**config.mk**
```make
export PLATFORM = sky130hd
export DESIGN_NAME = karatsuba_dot_acc_flat
export DESIGN_NICKNAME = d
export VERILOG_FILES = /design/src/rtl/karatsuba_dot_acc_if.sv /design/src/rtl/karatsuba_dot_acc.sv /design/src/flat_wrapper.sv
export SDC_FILE = /design/constraint.sdc
export NUM_CORES = 1
export LEC_CHECK = 0
export CORE_ASPECT_RATIO = 0.8
export CORE_MARGIN = 2
export CORE_UTILIZATION = 45
export CTS_CLUSTER_SIZE = 12
export DETAILED_ROUTE_END_ITERATION = 8
export DONT_BUFFER_PORTS = 1
export GPL_ROUTABILITY_DRIVEN = 0
export PLACE_DENSITY_LB_ADDON = 0.25
export SETUP_SLACK_MARGIN = 0.15
export SLEW_MARGIN = 30
export SYNTH_ARGS = -nofsm -noshare
export SYNTH_HDL_FRONTEND = slang
export SYNTH_SLANG_ARGS = --single-unit
```
**constraint.sdc**
```tcl
create_clock -name clk -period 2.3 [get_ports clk]
set_input_delay 0.23 -clock clk [delete_from_list [all_inputs] [get_ports clk]]
set_output_delay 0.23 -clock clk [all_outputs]
set_load 0.05 [all_outputs]
```
**src/rtl/karatsuba_dot_acc_if.sv**
```systemverilog
// Operand stream and result handshake bundle for karatsuba_dot_acc.
// Master is the producer/consumer side, slave is the accumulator.
interface karatsuba_dot_acc_if #(
    parameter int ACC_W = 32
);
    logic             in_valid;
    logic             in_ready;
    logic [7:0]       a;
    logic [7:0]       b;
    logic             out_valid;
    logic             out_ready;
    logic [ACC_W-1:0] out_sum;

    modport master (
        output in_valid, a, b, out_ready,
        input  in_ready, out_valid, out_sum
    );

    modport slave (
        input  in_valid, a, b, out_ready,
        output in_ready, out_valid, out_sum
    );
endinterface

```
**src/rtl/karatsuba_dot_acc.sv**
```systemverilog
// Karatsuba 8x8 multiplier feeding a flow-controlled LEN-term
// dot-product accumulator with a held result handshake.
module karatsuba_mult_8 (
    input  logic [7:0]  a_i,
    input  logic [7:0]  b_i,
    output logic [15:0] p_o
);
    logic [3:0]  ah, al, bh, bl;
    logic [4:0]  sa, sb;
    logic [7:0]  z0, z2;
    logic [9:0]  zm;
    logic [15:0] z1;

    assign ah = a_i[7:4];
    assign al = a_i[3:0];
    assign bh = b_i[7:4];
    assign bl = b_i[3:0];
    assign sa = 5'(ah) + 5'(al);
    assign sb = 5'(bh) + 5'(bl);
    assign z2 = 8'(ah) * 8'(bh);
    assign z0 = 8'(al) * 8'(bl);
    assign zm = 10'(sa) * 10'(sb);
    // Cross term recovered from the sum product; never negative.
    assign z1 = 16'(zm) - 16'(z2) - 16'(z0);
    assign p_o = {z2, 8'b0} + (z1 << 4) + 16'(z0);
endmodule

module karatsuba_dot_acc #(
    parameter int LEN   = 4,
    parameter int ACC_W = 32
) (
    input logic                clk,
    input logic                rst_n,
    karatsuba_dot_acc_if.slave bus
);
    localparam int CW = (LEN > 1) ? $clog2(LEN) : 1;
    localparam logic [CW-1:0] LAST = CW'(LEN - 1);

    typedef enum logic [1:0] {
        S_ACC,
        S_DRAIN,
        S_DONE
    } state_t;

    state_t           state_q, state_d;
    logic [CW-1:0]    cnt_q, cnt_d;
    logic [15:0]      prod;
    logic [15:0]      p_reg_q;
    logic             p_vld_q;
    logic             p_first_q;
    logic [ACC_W-1:0] acc_q;
    logic             accept;
    logic             in_rdy;
    logic             out_vld;

    karatsuba_mult_8 u_mult (
        .a_i (bus.a),
        .b_i (bus.b),
        .p_o (prod)
    );

    assign accept = bus.in_valid && (state_q == S_ACC);

    // Next-state, beat count and handshake outputs.
    always_comb begin
        state_d = state_q;
        cnt_d   = cnt_q;
        in_rdy  = 1'b0;
        out_vld = 1'b0;
        unique case (state_q)
            S_ACC: begin
                in_rdy = 1'b1;
                if (accept) begin
                    if (cnt_q == LAST) begin
                        cnt_d   = '0;
                        state_d = S_DRAIN;
                    end else begin
                        cnt_d = cnt_q + 1'b1;
                    end
                end
            end
            S_DRAIN: begin
                state_d = S_DONE;
            end
            S_DONE: begin
                out_vld = 1'b1;
                if (bus.out_ready) begin
                    state_d = S_ACC;
                end
            end
            default: begin
                state_d = S_ACC;
            end
        endcase
    end

    // FSM state and beat counter registers.
    always_ff @(posedge clk or negedge rst_n) begin
        if (!rst_n) begin
            state_q <= S_ACC;
            cnt_q   <= '0;
        end else begin
            state_q <= state_d;
            cnt_q   <= cnt_d;
        end
    end

    // Product stage: capture product and tag the first beat of a vector.
    always_ff @(posedge clk or negedge rst_n) begin
        if (!rst_n) begin
            p_reg_q   <= '0;
            p_vld_q   <= 1'b0;
            p_first_q <= 1'b0;
        end else begin
            p_vld_q   <= accept;
            p_first_q <= accept && (cnt_q == '0);
            if (accept) begin
                p_reg_q <= prod;
            end
        end
    end

    // Accumulate; the first product of a vector restarts the sum.
    always_ff @(posedge clk or negedge rst_n) begin
        if (!rst_n) begin
            acc_q <= '0;
        end else if (p_vld_q) begin
            if (p_first_q) begin
                acc_q <= ACC_W'(p_reg_q);
            end else begin
                acc_q <= acc_q + ACC_W'(p_reg_q);
            end
        end
    end

    assign bus.in_ready  = in_rdy;
    assign bus.out_valid = out_vld;
    assign bus.out_sum   = acc_q;
endmodule

```
**src/flat_wrapper.sv**
```systemverilog
// flat-port wrapper written by rule: the top's interface ports become plain ports
module karatsuba_dot_acc_flat 
#(
    parameter int LEN   = 4,
    parameter int ACC_W = 32
)
  (clk, rst_n, bus_in_valid, bus_a, bus_b, bus_out_ready, bus_in_ready, bus_out_valid, bus_out_sum);
  karatsuba_dot_acc_if #(.ACC_W(ACC_W)) bus_i ();
  input logic clk;
  input logic rst_n;
  input wire logic [$bits(bus_i.in_valid)-1:0] bus_in_valid;
  input wire logic [$bits(bus_i.a)-1:0] bus_a;
  input wire logic [$bits(bus_i.b)-1:0] bus_b;
  input wire logic [$bits(bus_i.out_ready)-1:0] bus_out_ready;
  output wire logic [$bits(bus_i.in_ready)-1:0] bus_in_ready;
  output wire logic [$bits(bus_i.out_valid)-1:0] bus_out_valid;
  output wire logic [$bits(bus_i.out_sum)-1:0] bus_out_sum;
  assign bus_i.in_valid = bus_in_valid;
  assign bus_i.a = bus_a;
  assign bus_i.b = bus_b;
  assign bus_i.out_ready = bus_out_ready;
  assign bus_in_ready = bus_i.in_ready;
  assign bus_out_valid = bus_i.out_valid;
  assign bus_out_sum = bus_i.out_sum;
  karatsuba_dot_acc #(.LEN(LEN), .ACC_W(ACC_W)) u_core (.clk(clk), .rst_n(rst_n), .bus(bus_i));
endmodule
```
==> results.yml <==
status:
  status: "finished with violations"
  violations: "setup timing"
logic_synthesis:
  netlist_instances: 705
  ys_seq_area_frac: 0.223
  ys_seq_elements: 54
  yosysWarnings: 0
  synthArstFlopShare: 1.00
  synth_ff_type: "dfrtp_1"
  syn_area_um2: 6060
  syn_avg_cell_area_um2: 8.60
  synth_edf_count: 0
  synthDistinctLibCells: 54
  synth_nets: 844
clocking:
  clkLatencyLatePin_ns: 0.30
  cts_tree: "built"
  htreeDepth: 2
  cts_root_buffer: "clkbuf_16"
  cts_num_sinks: 54
  cts_buffers: 5
  clockBufferDepth: 2
  cts.reportedPaths.clkPinSlew_ns: 0.07
layout:
  syn2layout_area_growth_pct: 41.3
  fillers: 1000
  antenna_cells: 0
  final_cell_mix: "158 x buf_4, 69 x inv_1, 64 x ha_1, 52 x nand2_1, 48 x nor2_1"
  mostFrequentLayoutCell: "buf_4"
  drive_gt1_frac: 0.362
  final_nets: 1008
  fin_area_um2: 8560
timing:
  setup_viol: 32
  finalClockSkew_ns: 0.0125
  tns_ns: -36.93
  worst_slew_pin_slew_ns: 0.557
  hold_viol: 0
  rsz0062_at_grt: "true"
  timing.final.ws_setup_ns: -4.10
  slew-limit-headroom: 0.629
  finalCritPeriodShare: 2.78
  drv_slew: 0
  fmax_mhz: 156
  period_needed_ns: 6.40
grt:
  grt_pass1_wl_um: 27000
  grt_pass1_vias: 5845
  grt_overflow: 0
  grt_start_max_net_pins: 55
  grt_use_total: 0.226
  antenna_found_initial: 0
placement:
  port_buffers: 0
  dp_hpwl_um: 12700
  placed_cell_area_um2: 7740
worst_setup_path:
  cp-startpoint: "bus_b[5]"
  worstSetupEndpointType: "flop"
  crit_required_ns: 2.47
  cp-start-kind: "input port"
  r2r_start: "u_core.bus.out_sum[0]"
  cp_max_fo: 6
  cp.arrival_ns: 6.57
  crit_type: "in2reg"
floorplan:
  rows: 37
  start_util: 0.466
  ios: 54
  chipHeight_um: 108
  die_w_um: 134
  fp.coreArea_um2: 13000
  dieArea_um2: 14400
drt:
  vias_per_cell: 5.37
  antenna_left: 0
  drt_iter0_drc: 243
  via_count: 5616
  wl_per_cell_um: 15.8
  routed_wl_um: 16500
  drtPass1Iterations: 4
  drc: 0
hold_path:
  hp-start: "bus_in_valid"
  hold_path.class: "in2reg"
run:
  drv_cap: 0
-- routing by layer --
layer	up-vias	part of all wire	global-route usage	wire, um
met1	2729	0.48	0.311	7890
li1	2761	-	-	-
met5	-	0	0	0
met3	16	0.042	0.0400	685
met2	110	0.47	0.375	7770
met4	0	0.0096	0.0426	158
-- final timing paths --
kind	to	slack [ns]	cells past startpoint
setup / recovery	u_core.p_reg_q[15]	-4.10	28
max in group asynchronous	u_core.bus.out_sum[0]	1.59	2
min in group asynchronous	u_core.bus.out_sum[30]	0.45	2
setup reg to reg	u_core.bus.out_sum[12]	-0.28	12
hold / removal	u_core.p_first_q	0.10	1
hold reg to reg	u_core.state_q[1]	0.51	1
-- flip-flops by register name, summed over array words and instances, names as in the netlist --
name / count
u_core.bus.out_sum: 32
u_core.p_vld_q: 1
u_core.state_q: 2
u_core.cnt_q: 2
u_core.p_reg_q: 16
u_core.p_first_q: 1
-- per-stage QoR --
step                      worst slack (ns)  utilization  hold WS [ns]  std cells
after global routing                 -4.32        0.658         0.102       1045
after global placement               -4.28        0.595       -0.0644       1017
final                                -4.10        0.658         0.101       1045
after detailed placement             -4.45        0.595       -0.0643       1017
after floorplan                      -4.17            -       -0.0656        705
after CTS                            -4.07        0.634        0.0967       1038
-- Yosys cell counts, types with 2 or more instances --
| cell type | count | area share |
|---|---|---|
| a211o_1 | 2 | 0.0029 |
| mux2_2 | 2 | 0.0037 |
| a31oi_1 | 5 | 0.0052 |
| a41oi_1 | 2 | 0.0029 |
| xnor2_1 | 30 | 0.043 |
| dfrtp_1 | 54 | 0.22 |
| nor2_1 | 48 | 0.030 |
| a211oi_1 | 6 | 0.0074 |
| fa_1 | 30 | 0.099 |
| o2111ai_1 | 3 | 0.0043 |
| o31a_1 | 5 | 0.0072 |
| ha_1 | 89 | 0.18 |
| o21a_1 | 11 | 0.014 |
| inv_1 | 75 | 0.046 |
| a21oi_1 | 69 | 0.057 |
| buf_2 | 2 | 0.0017 |
| o21bai_1 | 5 | 0.0062 |
| xor2_1 | 19 | 0.027 |
| nand4_1 | 5 | 0.0052 |
| nand3b_1 | 2 | 0.0025 |
| buf_1 | 2 | 0.0012 |
| o2bb2ai_1 | 2 | 0.0029 |
| nand3_1 | 7 | 0.0058 |
| and2_1 | 30 | 0.031 |
| o21ai_1 | 16 | 0.013 |
| or3_1 | 3 | 0.0031 |
| o21ai_0 | 23 | 0.019 |
| mux2i_1 | 5 | 0.0083 |
| nor2b_1 | 11 | 0.011 |
| nand2_1 | 57 | 0.035 |
| o211ai_1 | 3 | 0.0037 |
| nand2b_1 | 9 | 0.0093 |
| a21boi_1 | 3 | 0.0037 |
| a21o_1 | 11 | 0.014 |
| and3_1 | 8 | 0.0083 |
| or2_2 | 4 | 0.0041 |
| clkbuf_1 | 11 | 0.0068 |
| o311ai_1 | 2 | 0.0029 |
| nor3_1 | 11 | 0.0091 |
| o31ai_1 | 9 | 0.011 |
-- kinds of logic after synthesis --
group,after synthesis,synth area share
buffers and inverters,91,0.0568
muxes,7,0.0120
AOI/OAI and AO/OA,186,0.193
and+or+nand+nor,198,0.159
adders and majority gates,119,0.283
xor gates and xnor gates,50,0.0735
DFF,54,0.223
-- final cells by class --
class                      count  area [um2]  area share
multi-input combinational    561        5180       0.605
tap                          175         219      0.0256
clock buffer                   6         129      0.0150
clock inverter                 2        13.8     0.00161
sequential                    54        1370       0.160
timing repair buffer         171        1370       0.159
inverter                      76         285      0.0333
-- worst max-delay path: stages --
cell	delay, ns
nand2_8	0.03
fa_1	0.54
inv_1	0.05
fa_1	0.49
fa_2	0.37
a21o_1	0.18
a21oi_2	0.16
xor2_2	0.19
fa_1	0.47
fa_1	0.52
inv_1	0.05
fa_1	0.48
inv_2	0.05
ha_4	0.26
nand3_1	0.15
o2111ai_4	0.14
xor2_1	0.18
ha_1	0.29
o21a_1	0.11
o31a_1	0.12
or3_4	0.34
xnor2_2	0.14
ha_1	0.33
or2_4	0.26
a21oi_2	0.11
a21oi_1	0.06
xnor2_1	0.21
o21ai_1	0.08
-- timing repair --
item | in CTS | in global routing
endpoints found under the hold margin | 54 | 0
pin swaps | 55 | 45
buffers inserted | 10 | 7
gates resized for setup | 46 | 44
cloned | 1 | 0
endpoints found under the setup margin | 32 | 37
hold buffers | 2 | 0
Power is not shown: default switching activity piles up to over one toggle a cycle in this logic, so the estimate is an artifact.
